--- src/rtl/pc_seq_pkg.sv ---
// Shared definitions for the program-counter sequencer: FSM encodings and default vectors.
package pc_seq_pkg;

   localparam int unsigned DEF_WIDTH        = 32;
   localparam logic [31:0] DEF_RESET_VECTOR = 32'h0000_0000;
   localparam logic [31:0] DEF_EXC_VECTOR   = 32'h0000_0080;
   localparam int unsigned DEF_INC          = 4;

   typedef enum logic [1:0] {
      ST_BOOT   = 2'd0,
      ST_FETCH  = 2'd1,
      ST_HOLD   = 2'd2,
      ST_HALTED = 2'd3
   } state_t;

endpackage

--- src/rtl/pc_next_sel.sv ---
// Next-PC priority mux: exception, pending redirect, jump, branch, then sequential increment.
module pc_next_sel
   import pc_seq_pkg::*;
#(
   parameter int unsigned      WIDTH      = DEF_WIDTH,
   parameter logic [WIDTH-1:0] EXC_VECTOR = WIDTH'(DEF_EXC_VECTOR),
   parameter int unsigned      INC        = DEF_INC
) (
   input  logic [WIDTH-1:0] pc_cur,
   input  logic             exception,
   input  logic             pend_valid,
   input  logic [WIDTH-1:0] pend_target,
   input  logic             jump,
   input  logic [WIDTH-1:0] jump_target,
   input  logic             branch_taken,
   input  logic [WIDTH-1:0] branch_target,
   output logic [WIDTH-1:0] pc_sel_c
);

   // Sequential path relies on natural modulo-2^WIDTH wrap of the adder.
   always_comb begin
      pc_sel_c = pc_cur + WIDTH'(INC);
      if (exception)         pc_sel_c = EXC_VECTOR;
      else if (pend_valid)   pc_sel_c = pend_target;
      else if (jump)         pc_sel_c = jump_target;
      else if (branch_taken) pc_sel_c = branch_target;
   end

endmodule

--- src/rtl/pc_sequencer.sv ---
// Program-counter sequencer: fetch handshake, stall/halt control and a one-entry redirect buffer.
module pc_sequencer
   import pc_seq_pkg::*;
#(
   parameter int unsigned      WIDTH        = DEF_WIDTH,
   parameter logic [WIDTH-1:0] RESET_VECTOR = WIDTH'(DEF_RESET_VECTOR),
   parameter logic [WIDTH-1:0] EXC_VECTOR   = WIDTH'(DEF_EXC_VECTOR),
   parameter int unsigned      INC          = DEF_INC
) (
   input  logic             clk,
   input  logic             reset,
   input  logic [WIDTH-1:0] pc_cur,
   output logic             fetch_req,
   input  logic             fetch_ack,
   input  logic             stall,
   input  logic             branch_taken,
   input  logic [WIDTH-1:0] branch_target,
   input  logic             jump,
   input  logic [WIDTH-1:0] jump_target,
   input  logic             exception,
   input  logic             halt,
   input  logic             resume,
   output logic [WIDTH-1:0] pc_next,
   output logic             pc_enable,
   output logic             redirect_pending,
   output logic [1:0]       state
);

   state_t           state_q, state_d;
   logic             pend_valid_q, pend_valid_d;
   logic [WIDTH-1:0] pend_target_q, pend_target_d;
   logic             fetch_req_q;
   logic             upd;
   logic [WIDTH-1:0] pc_sel_c;

   pc_next_sel #(
      .WIDTH      (WIDTH),
      .EXC_VECTOR (EXC_VECTOR),
      .INC        (INC)
   ) u_sel (
      .pc_cur        (pc_cur),
      .exception     (exception),
      .pend_valid    (pend_valid_q),
      .pend_target   (pend_target_q),
      .jump          (jump),
      .jump_target   (jump_target),
      .branch_taken  (branch_taken),
      .branch_target (branch_target),
      .pc_sel_c      (pc_sel_c)
   );

   // State, pending redirect and fetch request registers.
   always_ff @(posedge clk or negedge reset) begin
      if (!reset) begin
         state_q       <= ST_BOOT;
         pend_valid_q  <= 1'b0;
         pend_target_q <= '0;
         fetch_req_q   <= 1'b0;
      end else begin
         state_q       <= state_d;
         pend_valid_q  <= pend_valid_d;
         pend_target_q <= pend_target_d;
         fetch_req_q   <= (state_d == ST_FETCH);
      end
   end

   // Next-state logic.
   always_comb begin
      state_d = state_q;
      case (state_q)
         ST_BOOT:   state_d = ST_FETCH;
         ST_FETCH: begin
            if (fetch_ack) begin
               if (stall)     state_d = ST_HOLD;
               else if (halt) state_d = ST_HALTED;
            end
         end
         ST_HOLD: begin
            if (!stall) state_d = halt ? ST_HALTED : ST_FETCH;
         end
         ST_HALTED: begin
            if (resume) state_d = ST_FETCH;
         end
         default:   state_d = ST_BOOT;
      endcase
   end

   // Update decision, PC register drive and pending-redirect capture.
   always_comb begin
      upd           = 1'b0;
      pend_valid_d  = pend_valid_q;
      pend_target_d = pend_target_q;
      case (state_q)
         ST_BOOT:  upd = 1'b1;
         ST_FETCH: upd = fetch_ack && !stall && !halt;
         ST_HOLD:  upd = !stall && !halt;
         default:  upd = 1'b0;
      endcase

      pc_enable = reset && upd;
      pc_next   = (state_q == ST_BOOT) ? RESET_VECTOR : pc_sel_c;

      // Redirects arriving while the PC cannot advance are held; exceptions always win the slot.
      if (upd) begin
         pend_valid_d = 1'b0;
      end else if (state_q == ST_FETCH || state_q == ST_HOLD) begin
         if (exception) begin
            pend_valid_d  = 1'b1;
            pend_target_d = EXC_VECTOR;
         end else if (!pend_valid_q) begin
            if (jump) begin
               pend_valid_d  = 1'b1;
               pend_target_d = jump_target;
            end else if (branch_taken) begin
               pend_valid_d  = 1'b1;
               pend_target_d = branch_target;
            end
         end
      end
   end

   assign fetch_req        = fetch_req_q;
   assign redirect_pending = pend_valid_q;
   assign state            = 2'(state_q);

endmodule
--- config.mk ---
export PLATFORM = sky130hd
export DESIGN_NAME = pc_sequencer
export DESIGN_NICKNAME = d
export VERILOG_FILES = /design/src/rtl/pc_seq_pkg.sv /design/src/rtl/pc_next_sel.sv /design/src/rtl/pc_sequencer.sv
export SDC_FILE = /design/constraint.sdc
export NUM_CORES = 1
export LEC_CHECK = 0
export ABC_AREA = 1
export BUFFER_PORTS_ARGS = -buffer_cell sky130_fd_sc_hd__buf_2
export CAP_MARGIN = 20
export CELL_PAD_IN_SITES_DETAIL_PLACEMENT = 0
export CELL_PAD_IN_SITES_GLOBAL_PLACEMENT = 1
export CORE_MARGIN = 2
export CORE_UTILIZATION = 28
export CTS_CLUSTER_DIAMETER = 40
export DETAILED_ROUTE_END_ITERATION = 8
export GPL_TIMING_DRIVEN = 0
export PLACE_DENSITY = 0.76
export SKIP_LAST_GASP = 1
export SLEW_MARGIN = 15
export SYNTH_ARGS = -nofsm -noshare
export SYNTH_HDL_FRONTEND = slang
export SYNTH_SLANG_ARGS = --single-unit
--- constraint.sdc ---
create_clock -name clk -period 1.95 [get_ports clk]
set_input_delay 0 -clock clk [delete_from_list [all_inputs] [get_ports clk]]
set_output_delay 0 -clock clk [all_outputs]
set_load 0.01 [all_outputs]
# --- Word-level counts from Yosys, hierarchy flattened ---
# Index checks and enable logic that the tools add are counted.
word_totals:
  out_inout_bits: 37
  register_bits: 36
  word_cells: 45
classes:
  eq_ne: 5
  n_mux: 23
  n_reduce_logical: 11
  bitwise: 1
  add_sub_neg: 1
op_table:
  columns: ["operator", "count"]
  rows:
  - ["2-to-1 mux 32 bit", 9]
  - ["adder 32 x 3 -> 32 bit, second input constant", 1]
  - ["2-to-1 mux 2 bit", 6]
  - ["case mux 2 bit (4 select lines)", 1]
  - ["2-to-1 mux 1 bit", 6]
  - ["== test 2 x 1 -> 1 bit, second input constant", 2]
  - ["== test 2 bit, second input constant", 2]
  - ["logical AND 1 bit", 4]
  - ["AND reduction 4 bit", 1]
  - ["case mux 1 bit (3 select lines)", 1]
  - ["nonzero test 3 bit", 1]
  - ["zero test 1 bit", 2]
  - ["zero test 2 bit", 1]
  - ["!= test 2 bit, second input constant", 1]
  - ["nonzero test 2 bit", 1]
  - ["logical OR 1 bit", 1]
  - ["NOT 1 bit", 1]

# --- Logic depth before layout (Yosys ltp) ---
depth:
  ltp_word: 6
  mapped_depth: 11

# --- Modules after synthesis ---
# From an unflattened synthesis, not the netlist that was laid out.
unflattened:
  hier_cells: 760
  area_unflattened_um2: 4216.5
modules_own_cells:
  columns: ["mod", "n_inst", "seq_area_each_um2", "area_each_um2", "cells_each"]
  rows:
  - ["pc_sequencer", 1, 900.9, 2359.8, 366]
  - ["pc_next_sel", 1, 0.0, 1856.8, 394]

# --- Worst setup path before layout ---
# Ideal clock, no wire load.
synth_timing:
  kind: "register to register"
  startpoint: "register state_q[1] (netlist: state[1])"
  endpoint: "register pend_target_q[10]"
  path_stages_with_launch: 10
  setup_slack_ns: 0.313
  path_buffers: 1
  period_less_slack_ns: 1.637
  arrival_ns: 1.520
  cell_sequence: "dfrtp_1 > inv_1 > ha_1 > nor3b_1 > o21bai_2 > nand2_4 > inv_2 > buf_6 > nand2_1 > nand2_1"
synth_via:
  elab_chain_len: 4
  word_cells_on_any_way: 7
  classes_between: "2 x eq/ne; 1 x mux; 1 x bitwise; 3 x reduce/logical"
synth_lines:
  columns: ["item", "line_no", "text"]
  rows:
  - ["from (decl)", "pc_sequencer.sv:29", "state_t state_q, state_d;"]
  - ["from (signal assigned)", "pc_sequencer.sv:60", "state_q <= state_d;"]
  - ["== test 2 bit (tied with other cells)", "pc_sequencer.sv:93, pc_sequencer.sv:106", null]
  - ["case mux 1 bit (3 select lines)", "pc_sequencer.sv:93", "case (state_q)"]
  - ["NOT 1 bit (no line)", null, null]
  - ["AND reduction 4 bit (no line) *", null, null]
  - ["to (signal assigned)", "pc_sequencer.sv:62", "pend_target_q <= pend_target_d;"]
  - ["to (decl)", "pc_sequencer.sv:31", "logic [WIDTH-1:0] pend_target_q, pend_target_d;"]
# Mark *: on every way between the ends. The rest lies on a longest branch, timed or not.
# A chain may end at the register's enable or synchronous reset.

# --- Final worst setup path ---
layout_timing:
  startpoint: "register pend_valid_q (netlist: redirect_pending)"
  endpoint: "output port pc_next[18]"
layout_via:
  elab_chain_len: 3
layout_lines:
  columns: ["item", "line_no", "text"]
  rows:
  - ["from (decl)", "pc_sequencer.sv:30", "logic pend_valid_q, pend_valid_d;"]
  - ["from (signal assigned)", "pc_sequencer.sv:61", "pend_valid_q <= pend_valid_d;"]
  - ["2-to-1 mux 32 bit", "pc_next_sel.sv:24", "else if (pend_valid) pc_sel_c = pend_target;"]
  - ["2-to-1 mux 32 bit", "pc_next_sel.sv:23", "if (exception) pc_sel_c = EXC_VECTOR;"]
  - ["2-to-1 mux 32 bit", "pc_sequencer.sv:101", "pc_next = (state_q == ST_BOOT) ? RESET_VECTOR : pc_sel_c;"]
  - ["to (decl)", "pc_sequencer.sv:23", "output logic [WIDTH-1:0] pc_next,"]
# Every way passes these cells.

==> run summary <==
Final Max Slew Viols - 0
First-pass GRT wire length - 23.6 mm
Layout area overhead - 29.0%
Setup TNS Final - 0 ps
Routability cong. - 0.859
CTS tree - done
Layout Skew - 4.62 ps
Final setup violating endpoints - 0
Primary FF master, synth - dfrtp_1
Tmin final - 1840 ps
RSZ-0062 raised after global routing - no
Clk buf depth - 2
Asr flop ratio synth - 100%
Die Span Y - 121 um
CP Max Fanout - 10
Startpoint types - register
Status - complete, no violations
Final Hold Fails - 0
WHS Path Cells - 5
Vias in the first global route - 4531
Initial Util - 28.9%
PD cells - 927 mW/mm^2
Full die area - 0.0147 mm^2
Worst-Skew Late Latency - 280 ps
Fmax - 0.545 GHz
Antenna violations before repair - 1
YS warnings - 0
Crit share post-route - 94.1%
Core ar. - 0.0133 mm^2
CP Capture Type - output pin
Worst path max stage delay - 420 ps
Netlist Area Pre-Place - 0.00385 mm^2
Register area - 903 um^2
IO buf count - 138
Sequential share of the synthesized area - 23.4%
CTS root buffer - clkbuf_16
Most frequent cells in the layout - nand2_1, buf_2, a21oi_1
Post-synth EDFFs - 0
WP data arrival - 1840 ps
Hpwl dp - 12.0 mm
Adder-Cell Fraction of Synth Area - 1.95%
Detailed router's first-iteration violation count - 326
Post-Syn Instances - 676
Critical path type - reg2out
Main combinational cell family by area after synthesis - simple AND/OR/NAND/NOR gates
# clock sinks - 36
Worst Tran Pin Value - 880 ps
Final ANT Viol Nets - 0
CTS Buf Count - 5
DR WL/cell - 15.1 um
Commonest non-fill, non-tap cell in the layout - nand2_1
Die X - 121 um
CP required - 1950 ps
Area of the multi-input gates - 0.00260 mm^2
Post-Synth XOR/XNOR Area - 1.82%
Synth Area in Simple Gates - 43.1%
Critical Path Slowest Stage Cell - dfrtp_1
I/O pins - 142
Global route total overflow - 0
Tot Pwr - 0.00461 W
Vias - 4744
Mux share of post-synthesis cell area - 0%
Mapped Avg Cell Area - 5.70 um^2
# rows - 42
Total wire length - 15.1 mm
Pleak - 2.76 nW
Synth Net Count - 787
Synth Area in Compound Gates - 20.4%
Synth cell types - 37
Critical-path cell list - inv_2 > clkbuf_1 > o21ai_0 > a21oi_1 > buf_2
Overall Global Routing Usage - 20.6%
Largest net degree at the start of global routing - 38
Maximum vdd drop - 0.000475 V
Clk slew on worst S/H paths - 60 ps
Slew HR - 41.4%
Vias/cell - 4.73
Fill count - 1584
Hold Crit Class - in2reg
Antenna diode count - 0
Share of layout cells above drive strength 1 - 25.8%
H-tree Lvls - 2
# DRC - 0
Pre-antenna DRT Iters - 5
FF-to-FF path depth - 9
Nets - 937
Max-cap violation count - 0
#FFs+latches synth - 36
==> final timing paths <==
kind	slack, ps	endpoint	startpoint
worst max-delay path	110	pc_next[18]	redirect_pending
worst min-delay path	70	pend_target_q[3]	branch_target[3]
worst max register to register	170	pend_target_q[31]	state[1]
worst min register to register	470	pend_target_q[16]	pend_target_q[16]
max in group asynchronous	970	state[1]	reset
min in group asynchronous	370	pend_target_q[13]	reset
==> cell type report <==
type | instances | area share, %
tap | 176 | 4.43
buffer | 34 | 3.80
clock buffer | 6 | 2.79
multi-input combinational | 558 | 52.3
sequential | 36 | 18.2
timing repair buffer | 143 | 14.7
clock inverter | 2 | 0.201
inverter | 48 | 3.63
==> through the flow <==
step / setup slack [ps] / hold slack [ps] / cells / utilization, % / instance area, um^2
final: 115 / 65.7 / 1003 / 37.2 / 4970
after global routing: 4.88 / 100 / 1003 / 37.2 / 4970
after CTS: 26.6 / 61.2 / 999 / 37.0 / 4940
after detailed placement: -67.3 / 153 / 990 / 35.7 / 4760
after global placement: -76.9 / 167 / 990 / 35.7 / 4760
after floorplan: 313 / -296 / 676 / - / 3850
==> routing by layer <==
| layer | vias to the layer above | wire (um) | global-route usage [%] | share of wire, % |
|---|---|---|---|---|
| met5 | - | 7 | 0 | 0.046 |
| met4 | 2 | 125 | 3.52 | 0.83 |
| met3 | 12 | 881 | 2.40 | 5.8 |
| met2 | 153 | 6940 | 33.8 | 46 |
| met1 | 2129 | 7150 | 29.4 | 47 |
| li1 | 2448 | - | - | - |
==> critical path, delay by kind of cell, from the launching register on <==
family | cells | cell delay [ps]
buffers and inverters | 3 | 750
flip-flops | 1 | 420
AO/OA/AOI/OAI | 2 | 380
==> registers in the layout, indices dropped and copies added (netlist names) <==
register / cells
state: 2
pend_target_q: 32
redirect_pending: 1
fetch_req: 1
==> logic make-up (layout without fill, tap and decap cells) <==
kind of cell,count (synthesis),after routing
fa+ha+maj,6,6
simple gates,398,398
flops,36,36
compound gates,146,146
xor+xnor,8,8
buf+inv,82,233
==> where the power goes <==
part	leakage [nW]	internal, W	switching [W]
Combinational	2.22	0.000969	0.00169
Sequential	0.465	0.00101	0.000124
Clock	0.0766	0.000504	0.000309
==> Yosys cell counts, types with 2 or more instances <==
cell	count	area share [%]
a21oi_1	71	9.2
a21oi_2	7	1.6
a31oi_1	11	1.8
buf_2	6	0.78
buf_4	3	0.58
buf_6	4	1.2
clkbuf_1	19	1.9
dfrtp_1	36	23
ha_1	6	1.9
inv_1	41	4.0
inv_2	6	0.58
nand2_1	310	30
nand2_2	6	0.97
nand2_4	3	0.88
nand3_1	15	1.9
nor2_1	41	4.0
nor2_2	11	1.8
nor2_4	4	1.2
nor2_8	2	1.0
o21ai_0	48	6.2
o21ai_1	4	0.52
xnor2_1	5	1.1
xor2_1	3	0.68
==> timing repair <==
action / CTS / global route
hold buffers: 1 / 0
resized for setup: 9 / 4
endpoints found under the hold margin: 36 / 0
endpoints found under the setup margin: 30 / 24
setup buffers: 0 / 4
(Power assumes the default switching activity.)
